## config.mk

```make
export PLATFORM = sky130hd
export DESIGN_NAME = fir_seq_ctrl
export DESIGN_NICKNAME = d
export VERILOG_FILES = /design/src/rtl/eq_pkg.sv /design/src/rtl/fir_seq_ctrl.sv
export SDC_FILE = /design/constraint.sdc
export NUM_CORES = 1
export LEC_CHECK = 0
export CAP_MARGIN = 0
export CORE_MARGIN = 3
export CORE_UTILIZATION = 45
export DETAILED_ROUTE_END_ITERATION = 10
export PLACE_DENSITY = 0.76
export SLEW_MARGIN = 20
export SYNTH_ARGS = -nofsm -noshare
export SYNTH_HDL_FRONTEND = slang
export SYNTH_SLANG_ARGS = --single-unit
```

## constraint.sdc

```tcl
create_clock -name clk -period 2.42 [get_ports clk]
set_clock_uncertainty 0.2 [all_clocks]
set_input_delay 0.242 -clock clk [delete_from_list [all_inputs] [get_ports clk]]
set_output_delay 0.242 -clock clk [all_outputs]
set_load 0.01 [all_outputs]
```

## src/rtl/eq_pkg.sv

```systemverilog
// eq_pkg: shared parameters and state type for the equalizer FIR sequencer
//   DEF_TAPS   - coefficients per band FIR (one convolution pass length)
//   DEF_ADDR_W - sample queue address width
//   DEF_DEPTH  - sample queue entries (2**DEF_ADDR_W)
//   seq_state_t - sequencer states IDLE, PRIME, RUN, DONE
package eq_pkg;
    localparam int DEF_TAPS   = 1021;
    localparam int DEF_ADDR_W = 10;
    localparam int DEF_DEPTH  = 1024;
    typedef enum logic [1:0] {IDLE, PRIME, RUN, DONE} seq_state_t;
endpackage

```

## src/rtl/fir_seq_ctrl.sv

```systemverilog
// fir_seq_ctrl: writes codec samples into a circular queue and, once TAPS samples
// are held, walks the last TAPS entries oldest-to-newest for the band FIRs.
//   clk, rst_n  - clock, asynchronous active-low reset
//   smpl_vld    - one-cycle strobe, sample present on queue write data
//   clr_ovr     - clears the sticky overrun flag
//   wrt_smpl    - queue write enable (smpl_vld while idle)
//   waddr       - queue write address
//   raddr       - queue read address (RAM has one cycle read latency)
//   sequencing  - FIR accumulate enable, high TAPS consecutive cycles
//   seq_done    - one-cycle pulse when the FIR result is final
//   queue_full  - at least TAPS samples written since reset
//   busy        - a pass is in progress
//   overrun     - sticky, a sample arrived mid-pass and was dropped
module fir_seq_ctrl
    import eq_pkg::*;
#(
    parameter int TAPS   = DEF_TAPS,
    parameter int ADDR_W = DEF_ADDR_W,
    parameter int DEPTH  = DEF_DEPTH
) (
    input  logic              clk,
    input  logic              rst_n,
    input  logic              smpl_vld,
    input  logic              clr_ovr,
    output logic              wrt_smpl,
    output logic [ADDR_W-1:0] waddr,
    output logic [ADDR_W-1:0] raddr,
    output logic              sequencing,
    output logic              seq_done,
    output logic              queue_full,
    output logic              busy,
    output logic              overrun
);
    localparam int CW = $clog2(TAPS + 1);
    // adding DEPTH-(TAPS-1) is the same as subtracting TAPS-1 modulo DEPTH
    localparam logic [ADDR_W-1:0] BACK = ADDR_W'(DEPTH - (TAPS - 1));
    seq_state_t state, nxt;
    logic [ADDR_W-1:0] wptr;
    logic [CW-1:0] fill, tap_cnt;
    logic accept, pass_go, last;
    assign accept     = (state == IDLE) && smpl_vld;
    assign pass_go    = accept && (fill >= CW'(TAPS - 1));
    assign last       = (tap_cnt == CW'(TAPS - 1));
    assign wrt_smpl   = accept;
    assign waddr      = wptr;
    assign busy       = (state != IDLE);
    assign seq_done   = (state == DONE);
    assign queue_full = (fill == CW'(TAPS));
    always_comb begin
        nxt = state;
        nxt = (state == IDLE)  ? (pass_go ? PRIME : IDLE) :
              (state == PRIME) ? RUN :
              (state == RUN)   ? (last ? DONE : RUN) : IDLE;
    end
    always_ff @(posedge clk or negedge rst_n) begin
        if (!rst_n) begin
            state      <= IDLE;
            wptr       <= '0;
            raddr      <= '0;
            fill       <= '0;
            tap_cnt    <= '0;
            sequencing <= 1'b0;
            overrun    <= 1'b0;
        end else begin
            state <= nxt;
            if (accept) begin
                wptr <= wptr + 1'b1;
                fill <= queue_full ? fill : fill + 1'b1;
            end
            if (pass_go)
                raddr <= wptr + BACK;
            else if (state == PRIME || state == RUN)
                raddr <= raddr + 1'b1;
            tap_cnt <= (state == RUN) ? tap_cnt + 1'b1 : '0;
            // registered so the first RAM word lines up with the first enable
            sequencing <= (nxt == RUN);
            // a drop in the same cycle as a clear must still be reported
            overrun <= (smpl_vld && state != IDLE) ? 1'b1 : (clr_ovr ? 1'b0 : overrun);
        end
    end
endmodule

```

==> Word-level counts from Yosys, hierarchy flattened <==
Index checks and enable logic that the tools add are counted.
{ "totals": {"input_bits": 4, "output_inout_bits": 26, "word_cells": 39, "regBits": 44} }
{ "op_classes": {"n_addsub": 5, "mux": 10, "magnitude_cmp": 1, "n_bitwise": 1, "n_reduce_logical": 9, "eq_ne": 6} }
{ "ops": {"columns": ["cell", "n"], "rows": [
  ["adder 10 x 1 -> 10 bit (second input constant)", 4],
  ["2-to-1 mux 10 bit", 3],
  ["equality test 10 bit (second input constant)", 2],
  ["adder 10 x 3 -> 10 bit (second input constant)", 1],
  [">= comparator 10 bit (second input constant)", 1],
  ["equality test 2 bit (second input constant)", 3],
  ["2-to-1 mux 2 bit", 3],
  ["nonzero test 2 bit", 3],
  ["2-to-1 mux 1 bit", 4],
  ["logical AND 1 bit", 3],
  ["equality test 2 x 1 -> 1 bit (second input constant)", 1],
  ["zero test 2 bit", 1],
  ["AND reduction 2 bit", 1],
  ["logical OR 1 bit", 1],
  ["inverter 1 bit", 1]
]} }

==> Depth between registers and ports, before layout <==
Gate-level depths: netlist of the first run.
{ "logic_depth": {"word_depth": 6, "depth_mapped": 8, "mapped_depth_nobuf": 7} }

==> Worst setup path after synthesis of the first run <==
Ideal clock, no wire load.
{ "synth_path": {"kind": "register to register", "start": "register state[0]", "end": "register fill[9]", "required_ns": 2.095, "synth_period_minus_slack_ns": 1.758, "n_path_buf": 0, "setup_ns": 0.125, "path_slack_ns": 0.662, "arrival_time_ns": 1.433, "path_stages_with_launch": 8, "cell_sequence": "dfrtp_1 inv_1 ha_1 nand2_1 inv_1 nand4_1 nor3_1 mux2_2"} }
{ "synth_between": {"elab_chain_len": 3} }
{ "synth_rtl": {"columns": ["element", "line_no", "source"], "rows": [
  ["start: declaration", "fir_seq_ctrl.sv:37", "seq_state_t state, nxt;"],
  ["start signal: assignment", "fir_seq_ctrl.sv:65", "state <= nxt;"],
  ["zero test 2 bit", "fir_seq_ctrl.sv:41", "assign accept = (state == IDLE) && smpl_vld;"],
  ["logical AND 1 bit", "fir_seq_ctrl.sv:41", null],
  ["AND reduction 2 bit (no source line)", null, null],
  ["end signal: assignment", "fir_seq_ctrl.sv:68", "fill <= queue_full ? fill : fill + 1'b1;"],
  ["end: declaration", "fir_seq_ctrl.sv:39", "logic [CW-1:0] fill, tap_cnt;"]
]} }
Every way passes these cells.
A chain may end at the register's enable or synchronous reset.

==> Final worst setup path of the first run <==
{ "layout_path": {"start": "register state[0]", "end": "output port wrt_smpl"} }
{ "layout_between": {"elab_chain_len": 2} }
{ "layout_rtl": {"columns": ["element", "line_no", "source"], "rows": [
  ["zero test 2 bit", "fir_seq_ctrl.sv:41", null],
  ["logical AND 1 bit", "fir_seq_ctrl.sv:41", null],
  ["end: declaration", "fir_seq_ctrl.sv:25", "output logic wrt_smpl,"]
]} }
Every way passes these cells.

==> results of run 1 <==
[routing by layer]
| metal | up-vias | global-route usage (%) | wire length [um] |
|---|---|---|---|
| li1 | 809 | - | - |
| met1 | 789 | 21.7 | 2100 |
| met2 | 22 | 26.1 | 1960 |
| met4 | 0 | 5.98 | 70 |
| met5 | - | 0 | 0 |
| met3 | 7 | 3.76 | 121 |
[worst register-to-register path: stages, from the launching register on]
cell and delay [ps]:
sky130_fd_sc_hd__dfrtp_1 410, sky130_fd_sc_hd__inv_1 100, sky130_fd_sc_hd__ha_1 190, sky130_fd_sc_hd__nand2_1 130, sky130_fd_sc_hd__inv_2 170, sky130_fd_sc_hd__nand4_1 160, sky130_fd_sc_hd__nor3_1 200, sky130_fd_sc_hd__mux2_2 360
[path summary, 6_finish.rpt]
path,startpoint,endpoint,cells past startpoint
setup / recovery,state[0],wrt_smpl,5
hold / removal,rst_n,waddr[9],3
setup reg to reg,state[0],fill[9],7
hold reg to reg,fill[7],fill[7],1
max in group asynchronous,rst_n,tap_cnt[0],3
min in group clk,fill[7],fill[7],1
[layout make-up]
class | count | area (um^2) | share of cell area, %
well taps | 67 | 83.8 | 3.04
multi-input cells | 157 | 1090 | 39.5
inverters | 14 | 52.6 | 1.90
clock inverters | 1 | 7.51 | 0.272
repair buffers | 34 | 338 | 12.2
clock buffers | 7 | 86.3 | 3.13
flip-flops and latches | 44 | 1100 | 39.9
[timing repair]
item                                   in CTS  in global routing
endpoints found under the hold margin      44                  0
gates resized for setup                     0                  1
hold buffers                                1                  0
setup endpoints to repair                   0                  1
[registers in the layout (all words and copies together) (netlist names)]
name,count
sequencing,1
tap_cnt,10
fill,10
waddr,10
state,2
raddr,10
overrun,1
[per-stage QoR]
stage          hold slack (ps)  worst slack (ps)  util (%)
2_1_floorplan             -254               662         -
3_3_place_gp              38.3               294      55.5
3_5_place_dp              38.2               254      55.5
4_1_cts                    248              9.56      57.7
5_1_grt                    283              4.85      57.7
6_report                   236               120      57.7
[placed cells by master, fill, tap and decap left out]
master                            count
sky130_fd_sc_hd__xor2_1              14
sky130_fd_sc_hd__and4_4               1
sky130_fd_sc_hd__or4_4                1
sky130_fd_sc_hd__nand4_2              1
sky130_fd_sc_hd__and3_1               6
sky130_fd_sc_hd__nand2b_1             1
sky130_fd_sc_hd__nand3_1              9
sky130_fd_sc_hd__nor4_2               2
sky130_fd_sc_hd__nand2_1             19
sky130_fd_sc_hd__buf_4                3
sky130_fd_sc_hd__ha_1                12
sky130_fd_sc_hd__nand4_1             12
sky130_fd_sc_hd__xnor2_1             21
sky130_fd_sc_hd__nand3_2              1
sky130_fd_sc_hd__a21oi_1              9
sky130_fd_sc_hd__nor2_1              18
sky130_fd_sc_hd__buf_12               1
sky130_fd_sc_hd__clkinvlp_4           1
sky130_fd_sc_hd__nor3_1               7
sky130_fd_sc_hd__inv_2                1
sky130_fd_sc_hd__mux2_2               3
sky130_fd_sc_hd__and2_1               6
sky130_fd_sc_hd__a21boi_0             2
sky130_fd_sc_hd__buf_2                1
sky130_fd_sc_hd__clkdlybuf4s50_1     28
sky130_fd_sc_hd__inv_1               13
sky130_fd_sc_hd__clkbuf_1             1
sky130_fd_sc_hd__or3_1                1
sky130_fd_sc_hd__mux2i_1              5
sky130_fd_sc_hd__or3_2                1
sky130_fd_sc_hd__a22o_1               1
sky130_fd_sc_hd__o21ai_0              2
sky130_fd_sc_hd__clkbuf_8             6
sky130_fd_sc_hd__nor2b_1              2
sky130_fd_sc_hd__dfrtp_1             44
sky130_fd_sc_hd__dlygate4sd3_1        1
[kinds of logic (layout without fill, tap and decap cells)]
family                     after synthesis  after routing  share of synthesized area (%)
and+or+nand+nor                         88             88                           20.9
DFF                                     44             44                           48.7
xor gates and xnor gates                35             35                           13.6
buffers and inverters                   17             56                           3.04
AOI/OAI and AO/OA                       14             14                           3.49
adders and majority gates               12             12                           6.64
muxes                                    8              8                           3.71
[power groups by stage]
stage               clock [mW]  combinational, mW  sequential [mW]
finish                   0.479             0.0274            0.736
detailed placement           0             0.0280            0.751
global route             0.525             0.0315            0.736
floorplan                    0            0.00133            0.752
global placement             0             0.0278            0.751
CTS                      0.489             0.0292            0.736
==> impl.org, run 1 <==
** Timing
- The max-slew violation total from the final report is 0.
- Setup repair after global routing left no endpoint under its margin.
- Max_slew headroom :: 79.2%
- Final hold violation count :: 0
- The worst path in the final design needs a cycle of 2300 ps, including I/O delays and setup.
- Maximum clock frequency :: 435 MHz
- Count of endpoints failing setup in the final report :: 0
- For the pin with the worst max-slew slack, the measured transition is between 300 and 400 ps.
- Setup TNS after final layout :: 0 ps
- Portion of the clock cycle consumed by the worst path in the final layout :: 95.0%

** Clock network
- Clk pin slew, worst setup/hold paths :: 80 ps
- Number of buffers on the longest clock path :: 2
- TritonCTS built the clock tree.
- Counting the buffers created by CTS gives 5.
- The tree is rooted in a sky130_fd_sc_hd__clkbuf_8.
- The tree built by TritonCTS fans out to 44 sinks.
- Clock latency on the worst-skew pair, taken at its later pin, is 300 ps.
- The H-tree was split into 2 levels.
- Total setup buffers inserted after CTS :: 0

** Power and ir drop
- The worst-case IR drop observed on VDD is about 250 uV.
- Sequential fraction of design power :: 59.2%
- The internal power of the cells totals 0.978 mW.
- Switching power of the nets :: roughly 0.26 mW
- P per Cell Area :: 450 nW/um^2
- The completed layout was analyzed and its total power is roughly 1.2 mW.
- For this design the static power due to leakage is 1.29 nW.
- Proportion of power drawn by the clock network :: 38.6%
- Switching share of total power :: 21.3%
- Combinational logic is responsible for 2.2% of the overall power.

** Critical path
- Worst R2R Setup Slack :: around 400 ps
- Cell Chain, Critical Path :: inv_1 > ha_1 > nand2_1 > inv_2 > clkdlybuf4s50_1
- The critical path is of the register to output port type.
- The worst setup path is captured at an output port.
- The worst setup path is launched from a register.
- In this design, the largest share of critical-path delay is due to buffers and inverters.
- Together, buffers and inverters on the worst path number 3.
- On the worst path, the slowest cell contributes a delay of 560 ps.
- Of all nets on the critical path, the largest fanout is 9.
- Arrival @ worst endpoint :: roughly 1900 ps
- Critical path data required time :: 1980 ps
- On the critical path, the stage with the largest delay is an instance of sky130_fd_sc_hd__clkdlybuf4s50_1.

** Routing
- Average vias per placed instance :: 5.02
- The first detailed-routing pass took 4 iterations.
- Total Routed Length :: about 4.2 mm
- Via total after detailed routing :: between 1500 and 2000
- Post-DRT Antenna Nets :: 0
- After detailed routing, the average wire length per cell comes to 13.1 um.
- Detailed Route Iter0 Violations :: 67
- After detailed routing, the number of remaining DRC violations is 0.

** Logic synthesis
- Cell Area, Synth :: 2260 um^2
- Synth Net Count :: 234
- Of the synthesized area, sequential elements account for 48.7%.
- In the synthesized netlist the async set-or-reset flop fraction comes to 100%.
- The share of synthesized area in the top cell type comes to about half.
- Main flop type after synthesis :: sky130_fd_sc_hd__dfrtp_1
- For this run, the number of Yosys warnings is 0.
- The netlist uses 30 different library cells.
- After technology mapping, the gate count stands at around 220.
- Top post-synthesis cells by area :: sky130_fd_sc_hd__dfrtp_1, sky130_fd_sc_hd__xnor2_1, sky130_fd_sc_hd__ha_1, sky130_fd_sc_hd__xor2_1, sky130_fd_sc_hd__nand4_1
- Counting instances in the post-synthesis netlist gives the leading cell types as sky130_fd_sc_hd__dfrtp_1, sky130_fd_sc_hd__xnor2_1, sky130_fd_sc_hd__nand2_1.
- Yosys mapped a number of flops with a built-in enable equal to 0.
- The largest total area in the synthesized netlist belongs to sky130_fd_sc_hd__dfrtp_1.
- Post-synthesis area per instance :: 10.4 um^2
- Top-count cell post-synth :: sky130_fd_sc_hd__dfrtp_1
- The synthesized design contains 44 register bits.

** Place
- Buffers placed on the I/O ports in this run total 29.
- Weighted congestion at the end of routability-driven global placement :: 0.824
- Post-Place Cell Area :: 2660 um^2
- Placed Cells incl. Taps :: between 300 and 400
- HPWL after DPL :: 3.10 mm

** Global routing
- Overall overflow remaining after global route :: 0
- The via count of the first global-routing pass came to 1696.
- Entering global routing, the biggest net connects 45 pins.
- The first global-routing pass estimated a little under 8 mm of wire.
- GR Util All Layers :: 16.4%
- Initial antenna violation count :: 0

** Layout
- Area added between synthesis and finish :: 22.1%
- Fill cell total of the finished layout :: 412
- Once layout is complete, the cells apart from fillers number 324.
- Layout cells sized above 1 :: 8.95%
- The finished cells cover 2760 um^2.
- Final antenna diode count :: 0
- Number of nets in the layout :: 272

** Floorplanning
- Die Outline Area :: 5910 um^2
- After floorplanning, the core was divided into 25 placement rows.
- Num ports :: 30
- The initial utilization of the core area, before any placement, comes to 47.2%.
- CORE AREA :: 4790 um^2
- From bottom edge to top edge, the die measures 76.9 um.
- Measured along the x axis, the die boundary spans 76.9 um.

** Job
- Max_cap viols :: 0

** Hold path
- The min-delay analysis places its worst path in the category input port to asynchronous set/reset pin.

** Outcome
- Run status :: finished clean
(Power assumes the default switching activity.)
==> run 2: changes to the inputs <==
- clock period: 2.42 -> 2.6 ns (I/O delays scaled with it)
==> impl.org, run 2 (same netlist as run 1, synthesis figures left out) <==
** Layout
- 0 antenna diodes ended up in the layout.
- Area added between synthesis and finish :: 20.7%
- Layout cells sized above 1 :: 7.45%
- At the end of the flow the core is filled with cells to 57.0%.
- Fill cells in the final layout number between 400 and 500.
- The top cell types in the final layout, fill and taps aside, are sky130_fd_sc_hd__dfrtp_1, sky130_fd_sc_hd__clkdlybuf4s50_1, sky130_fd_sc_hd__xnor2_1, sky130_fd_sc_hd__nand2_1, sky130_fd_sc_hd__nor2_1.
- Leading cell type in the layout, fill and taps excluded :: sky130_fd_sc_hd__dfrtp_1
- Number of nets in the layout :: 270

** Timing
- Setup repair after global routing missed its margin :: no
- Maximum clock frequency :: between 400 and 500 MHz
- Headroom to the max-slew limit came out at 63.3%.
- Final-report max-slew violation count :: 0
- The final critical path takes up 90.6% of the cycle.
- Across all hold checks on the routed design, the worst slack comes to roughly 300 ps.
- Setup violations remaining at the end of the flow were counted as 0.
- At the pin with the least slew margin, the transition time is around 550 ps.
- After routing, the total negative slack on setup checks comes to 0 ps.
- The number of hold-slack violations in the final timing report is 0.
- The routed design could run at a clock period as short as 2360 ps.

** Critical path
- Cell Chain, Critical Path :: inv_1 > ha_1 > nand2_1 > inv_1 > clkdlybuf4s50_1
- Among the stages of the critical path, the cell type that occurs most often is sky130_fd_sc_hd__inv_1.
- Data on the critical path is required at its endpoint by 2140 ps.
- Element type at the critical path end :: output port
- Cell depth of the worst flop-to-flop path :: 7
- By startpoint and endpoint, the worst setup path is classified as register to output port.
- Arrival @ worst endpoint :: 1900 ps
- In this design, the stage delay of the slowest critical-path cell is ~590 ps.
- STA classifies the critical path startpoint as a register.
- Along the worst path, the maximum fanout reaches 9.
- For this design, the slowest cell found on the critical path is sky130_fd_sc_hd__clkdlybuf4s50_1.

** Job
- Max_cap viols :: 0

** Global routing
- The via count of the first global-routing pass came to 1571.
- In the global route stage, overall resource usage came out at between 10% and 20%.
- Pin count of the biggest net entering global routing :: 45
- Initial antenna violation count :: 0
- Summed over all layers, the global routing overflow is 0.
- The first global-routing pass estimated 7.25 mm of wire.

** Outcome
- The run finished with clean final reports.

** Clock network
- Buffer type at the clock tree root :: sky130_fd_sc_hd__clkbuf_8
- TritonCTS built the clock tree.
- TritonCTS Buffers :: 5
- No sink is reached through more buffers than the 2 on the longest clock path.
- Sinks on Clock Net :: 44
- For the worst-skew pair, the clock arrives at the later sink with an insertion delay of 300 ps.
- Maximum level of the CTS H-tree :: 2
- Cells resized by post-CTS repair :: 0
- Clock-pin slew was measured on the worst setup and hold paths at 80 ps.

** Routing
- Post-DRT Antenna Nets :: 0
- Routed length per instance :: around 13 um
- After detailed routing, the number of remaining DRC violations is 0.
- Average vias per placed instance :: roughly 5
- For this run, the detailed router's first-pass iteration total came to 4.
- After detailed routing, the total wire length is 4.16 mm.
- Detailed Route Iter0 Violations :: 55
- Detailed routing inserted a total of between 1500 and 2000 vias.

** Hold path
- Hold Path Stages :: 1
- The min-delay analysis places its worst path in the category register to register.

** Power and ir drop
- Leakage power figure :: about 1.3 nW
- P per Cell Area :: 419 nW/um^2
- Largest voltage drop on the vdd net :: 279 uV

** Floorplanning
- FP Rows :: 25
- In this run the horizontal extent of the chip is 76.9 um.
- The die covers 5910 um^2.
- Effective utilization at floorplan :: 47.2%
- In this run the vertical extent of the chip is approximately 77 um.
- The total area inside the core boundary comes to between 4000 and 5000 um^2.
- 30 I/O pins were placed.

** Place
- Number of port buffers :: 29
- Weighted congestion at the end of routability-driven global placement :: between 0.8 and 0.9
- HPWL after DPL :: between 3 and 4 mm
run 2: cell types whose count changed in the layout (fill, tap and decap cells not counted):
cell and change:
sky130_fd_sc_hd__buf_12 -1, sky130_fd_sc_hd__clkbuf_1 +1, sky130_fd_sc_hd__inv_1 +1, sky130_fd_sc_hd__clkinvlp_4 -1
sky130_fd_sc_hd__inv_2 -1, sky130_fd_sc_hd__buf_4 -1
run 2: final timing paths:
kind,to,slack [ps],start
setup / recovery,wrt_smpl,240,state[0]
hold / removal,overrun,300,overrun
setup reg to reg,fill[9],530,state[0]
hold reg to reg,overrun,300,overrun
max in group asynchronous,waddr[4],1450,rst_n
min in group asynchronous,raddr[9],360,rst_n
run 2: cell type report:
cell class                      instances  area (um^2)  share of cell area (%)
Timing Repair Buffer                   32          310                    11.4
Tap cell                               67         83.8                    3.07
Inverter                               14         52.6                    1.93
Clock buffer                            8         90.1                    3.30
Multi-Input combinational cell        157         1090                    40.0
Sequential cell                        44         1100                    40.3
run 2: timing repair:
item                       CTS  global route
setup buffers                0             0
hold endpoints to repair    44             0
hold buffers                 1             0
setup endpoints to repair    0             0
run 2: metrics by stage:
stage / instances / worst slack [ps] / power, mW / area [um^2]
2_1_floorplan: 218 / 842 / 0.701 / 2260
3_5_place_dp: 313 / 414 / 0.722 / 2630
6_report: 322 / 245 / 1.14 / 2730
3_3_place_gp: 313 / 433 / 0.722 / 2630
4_1_cts: 322 / 231 / 1.16 / 2730
5_1_grt: 322 / 110 / 1.19 / 2730
run 2: report_power, final:
part | switching, mW | internal [mW]
sequential | 0.000454 | 0.685
clock | 0.218 | 0.217
combinational | 0.0150 | 0.00775
total | 0.234 | 0.909
run 2: worst max-delay path: cells and delay by family, from the launching register on:
kind | cells | cell delay (ps)
adder cells (fa/ha/maj) | 1 | 170
buffers and inverters | 3 | 910
flip-flops | 1 | 410
AND/OR/NAND/NOR | 1 | 110
run 2: layer usage:
| layer | share of wire, % | GRT usage [%] | vias up | routed length [um] |
|---|---|---|---|---|
| met3 | 3.3 | 4.11 | 7 | 137 |
| met5 | 0 | 0 | - | 0 |
| met4 | 2.2 | 7.61 | 0 | 91 |
| met2 | 46 | 23.7 | 27 | 1900 |
| li1 | - | - | 804 | - |
| met1 | 49 | 19.8 | 781 | 2030 |
==> run 3: changes to the inputs <==
- CTS_BUF_LIST: unset -> sky130_fd_sc_hd__clkbuf_2
==> impl.org, run 3 (same netlist as run 1, synthesis figures left out) <==
** Timing
- At the pin with the least slew margin, the transition time is 547 ps.
- Setup repair after global routing missed its margin :: no
- The worst path uses 92.9% of the clock period.
- After layout, the worst setup slack is ~190 ps.
- The worst pin sits at a relative slew slack of ~64%.
- The max-slew violation total from the final report was 0.
- Maximum clock frequency :: 414 MHz
- Setup violations remaining at the end of the flow were counted as 0.
- The clock period could shrink to 2410 ps.
- Setup TNS after final layout :: 0 ps
- The number of hold-slack violations in the final timing report is 0.

** Routing
- The first routing iteration left 78 violations.
- Summed over all layers, the routed wires come to 4.11 mm.
- In the routed layout, each cell is associated on average with a via count of 5.06.
- Post-route DRC :: 0
- Number of detailed-route iterations in the first pass :: 4
- Routed length per instance :: ~13 um
- Via total after detailed routing :: between 1500 and 2000
- The detail route stage leaves a number of antenna-violating nets equal to 0.

** Layout
- Counting the fill cells in the layout gives 420.
- Summing all multi-input logic gate instances after layout gives 1090 um^2.
- In the final layout, the share of cells above drive strength 1 is 8.24%.
- Final Instance Count excl. Fillers :: around 320
- The number of antenna diodes in the final layout is 0.
- Area added between synthesis and finish :: 18.4%
- Leaving out fill and tap cells, the most frequent cell in the layout is sky130_fd_sc_hd__dfrtp_1.
- In the final design database the tool counted 270 nets.
- The sequential cells in the finished layout cover a total of 1100 um^2.
- Most frequent cells in the layout :: sky130_fd_sc_hd__dfrtp_1, sky130_fd_sc_hd__clkdlybuf4s50_1, sky130_fd_sc_hd__xnor2_1, sky130_fd_sc_hd__nand2_1, sky130_fd_sc_hd__nor2_1

** Critical path
- Arrival @ worst endpoint :: 1950 ps
- Cell Chain, Critical Path :: inv_1 > ha_1 > nand2_1 > inv_2 > clkdlybuf4s50_1
- Worst Setup SP :: state[0]
- Cell depth of the worst flop-to-flop path :: 7
- Type of the worst setup path :: register to output port
- R2r startpoint :: state[0]
- STA classifies the critical path startpoint as a register.
- The largest single stage delay on the critical path is 560 ps.
- Along the worst path, the maximum fanout reaches 9.
- Element type at the critical path end :: output port
- The worst register-to-register path has a setup slack of 570 ps.
- For the worst setup path, the data required time is 2140 ps.
- Worst flop-to-flop path endpoint :: fill[9]
- On the critical path, the stage with the largest delay is an instance of sky130_fd_sc_hd__clkdlybuf4s50_1.

** Outcome
- Run status :: finished clean

** Power and ir drop
- Combinational share of power :: 2.3%
- The analysis attributes to net switching a power of 0.222 mW.
- Proportion of power drawn by the clock network :: 28.2%
- VDD sags by at most roughly 250 uV.
- Switching share of total power :: 22.5%
- Leakage power figure :: approximately 1.3 nW
- The internal power of the cells totals 0.766 mW.
- P per Cell Area :: 369 nW/um^2
- Sequential cells account for about 70% of the total power.

** Global routing
- Pin count of the biggest net entering global routing :: 45
- Initial antenna violation count :: 0
- The total overflow left after global routing is 0.
- First-pass GRT wire length :: between 7 and 8 mm
- Via count of the first global-routing pass :: 1581
- GR Util All Layers :: 14.9%

** Place
- HPWL after DPL :: 3.05 mm
- Weighted congestion at the end of routability-driven global placement :: 0.809
- Before CTS, the worst setup slack after placement is 414 ps.
- Number of port buffers :: 29
- In this run, placement finished with an instance count of 313.

** Floorplanning
- For this configuration, the core starts out at a cell density of between 40% and 50%.
- Row generation in the floorplan step produced 25 rows.
- During I/O placement, the number of pins put on the boundary was 30.
- The floorplan step defined a die boundary enclosing 5910 um^2.
- CORE AREA :: 4790 um^2
- Die outline height :: 76.9 um
- Chip width :: 76.9 um

** Clock network
- Clock latency on the worst-skew pair, taken at its later pin, is 410 ps.
- The tree is rooted in a sky130_fd_sc_hd__clkbuf_2.
- Total setup buffers inserted after CTS :: 0
- TritonCTS Buffers :: 5
- TritonCTS built the clock tree.
- Clock tree synthesis found a total of 44 sinks.
- Clk pin slew, worst setup/hold paths :: 230 ps
- The H-tree generated during clock tree synthesis spans 2 levels.
- Number of buffers on the longest clock path :: 2

** Job
- Max_cap viols :: 0

** Hold path
- The min-delay analysis places its worst path in the category input port to asynchronous set/reset pin.
run 3: cell types whose count changed in the layout (fill, tap and decap cells not counted), sizes merged:
cell | before | now
clkbuf | 8 | 7
clkinv | 0 | 1
run 3: repair_timing:
action / CTS / global route
hold buffers: 1 / 0
gates resized for setup: 0 / 1
endpoints found under the hold margin: 44 / 0
setup endpoints to repair: 0 / 1
run 3: power groups by stage:
stage	Combinational (mW)	Clock (mW)	Sequential [mW]
global placement	0.0233	0	0.699
finish	0.0226	0.279	0.687
CTS	0.0243	0.292	0.687
global route	0.0264	0.319	0.687
floorplan	0.00124	0	0.700
detailed placement	0.0231	0	0.699
run 3: worst max-delay path by stage:
stage	to	slack [ps]	depth (start not counted)
2_1_floorplan	fill[9]	840	7
3_3_place_gp	wrt_smpl	430	4
3_5_place_dp	fill[9]	410	6
4_1_cts	wrt_smpl	70	5
5_1_grt	wrt_smpl	20	5
6_report	wrt_smpl	190	5
run 3: metal layers:
metal / global-route usage, % / vias to the layer above / part of all wire (%) / wire length (um)
li1: - / 806 / - / -
met1: 19.5 / 792 / 49 / 2010
met2: 23.8 / 24 / 46 / 1910
met3: 4.11 / 7 / 3.0 / 122
met4: 5.43 / 0 / 1.7 / 70
met5: 0 / - / 0 / 0
run 3: metrics by stage:
step / area, um^2 / total power [mW] / hold WS [ps] / utilization [%]
2_1_floorplan: 2260 / 0.701 / -236 / -
6_report: 2680 / 0.989 / 214 / 55.9
4_1_cts: 2680 / 1.00 / 233 / 55.9
5_1_grt: 2680 / 1.03 / 219 / 55.9
3_3_place_gp: 2630 / 0.722 / 176 / 54.9
3_5_place_dp: 2630 / 0.722 / 173 / 54.9
run 3: area by class of cell:
type	instances	area share [%]
Clock buffer	7	1.31
Clock inverter	1	0.140
Inverter	14	1.96
Multi-Input combinational cell	157	40.7
Sequential cell	44	41.1
Tap cell	67	3.13
Timing Repair Buffer	32	11.6
run 3: worst max-delay path: cells and delay by family, from the launching register on:
family / cells / cell delay [ps]
adder cells (fa/ha/maj): 1 / 170
buffers and inverters: 3 / 810
AND/OR/NAND/NOR: 1 / 120
flip-flops: 1 / 460
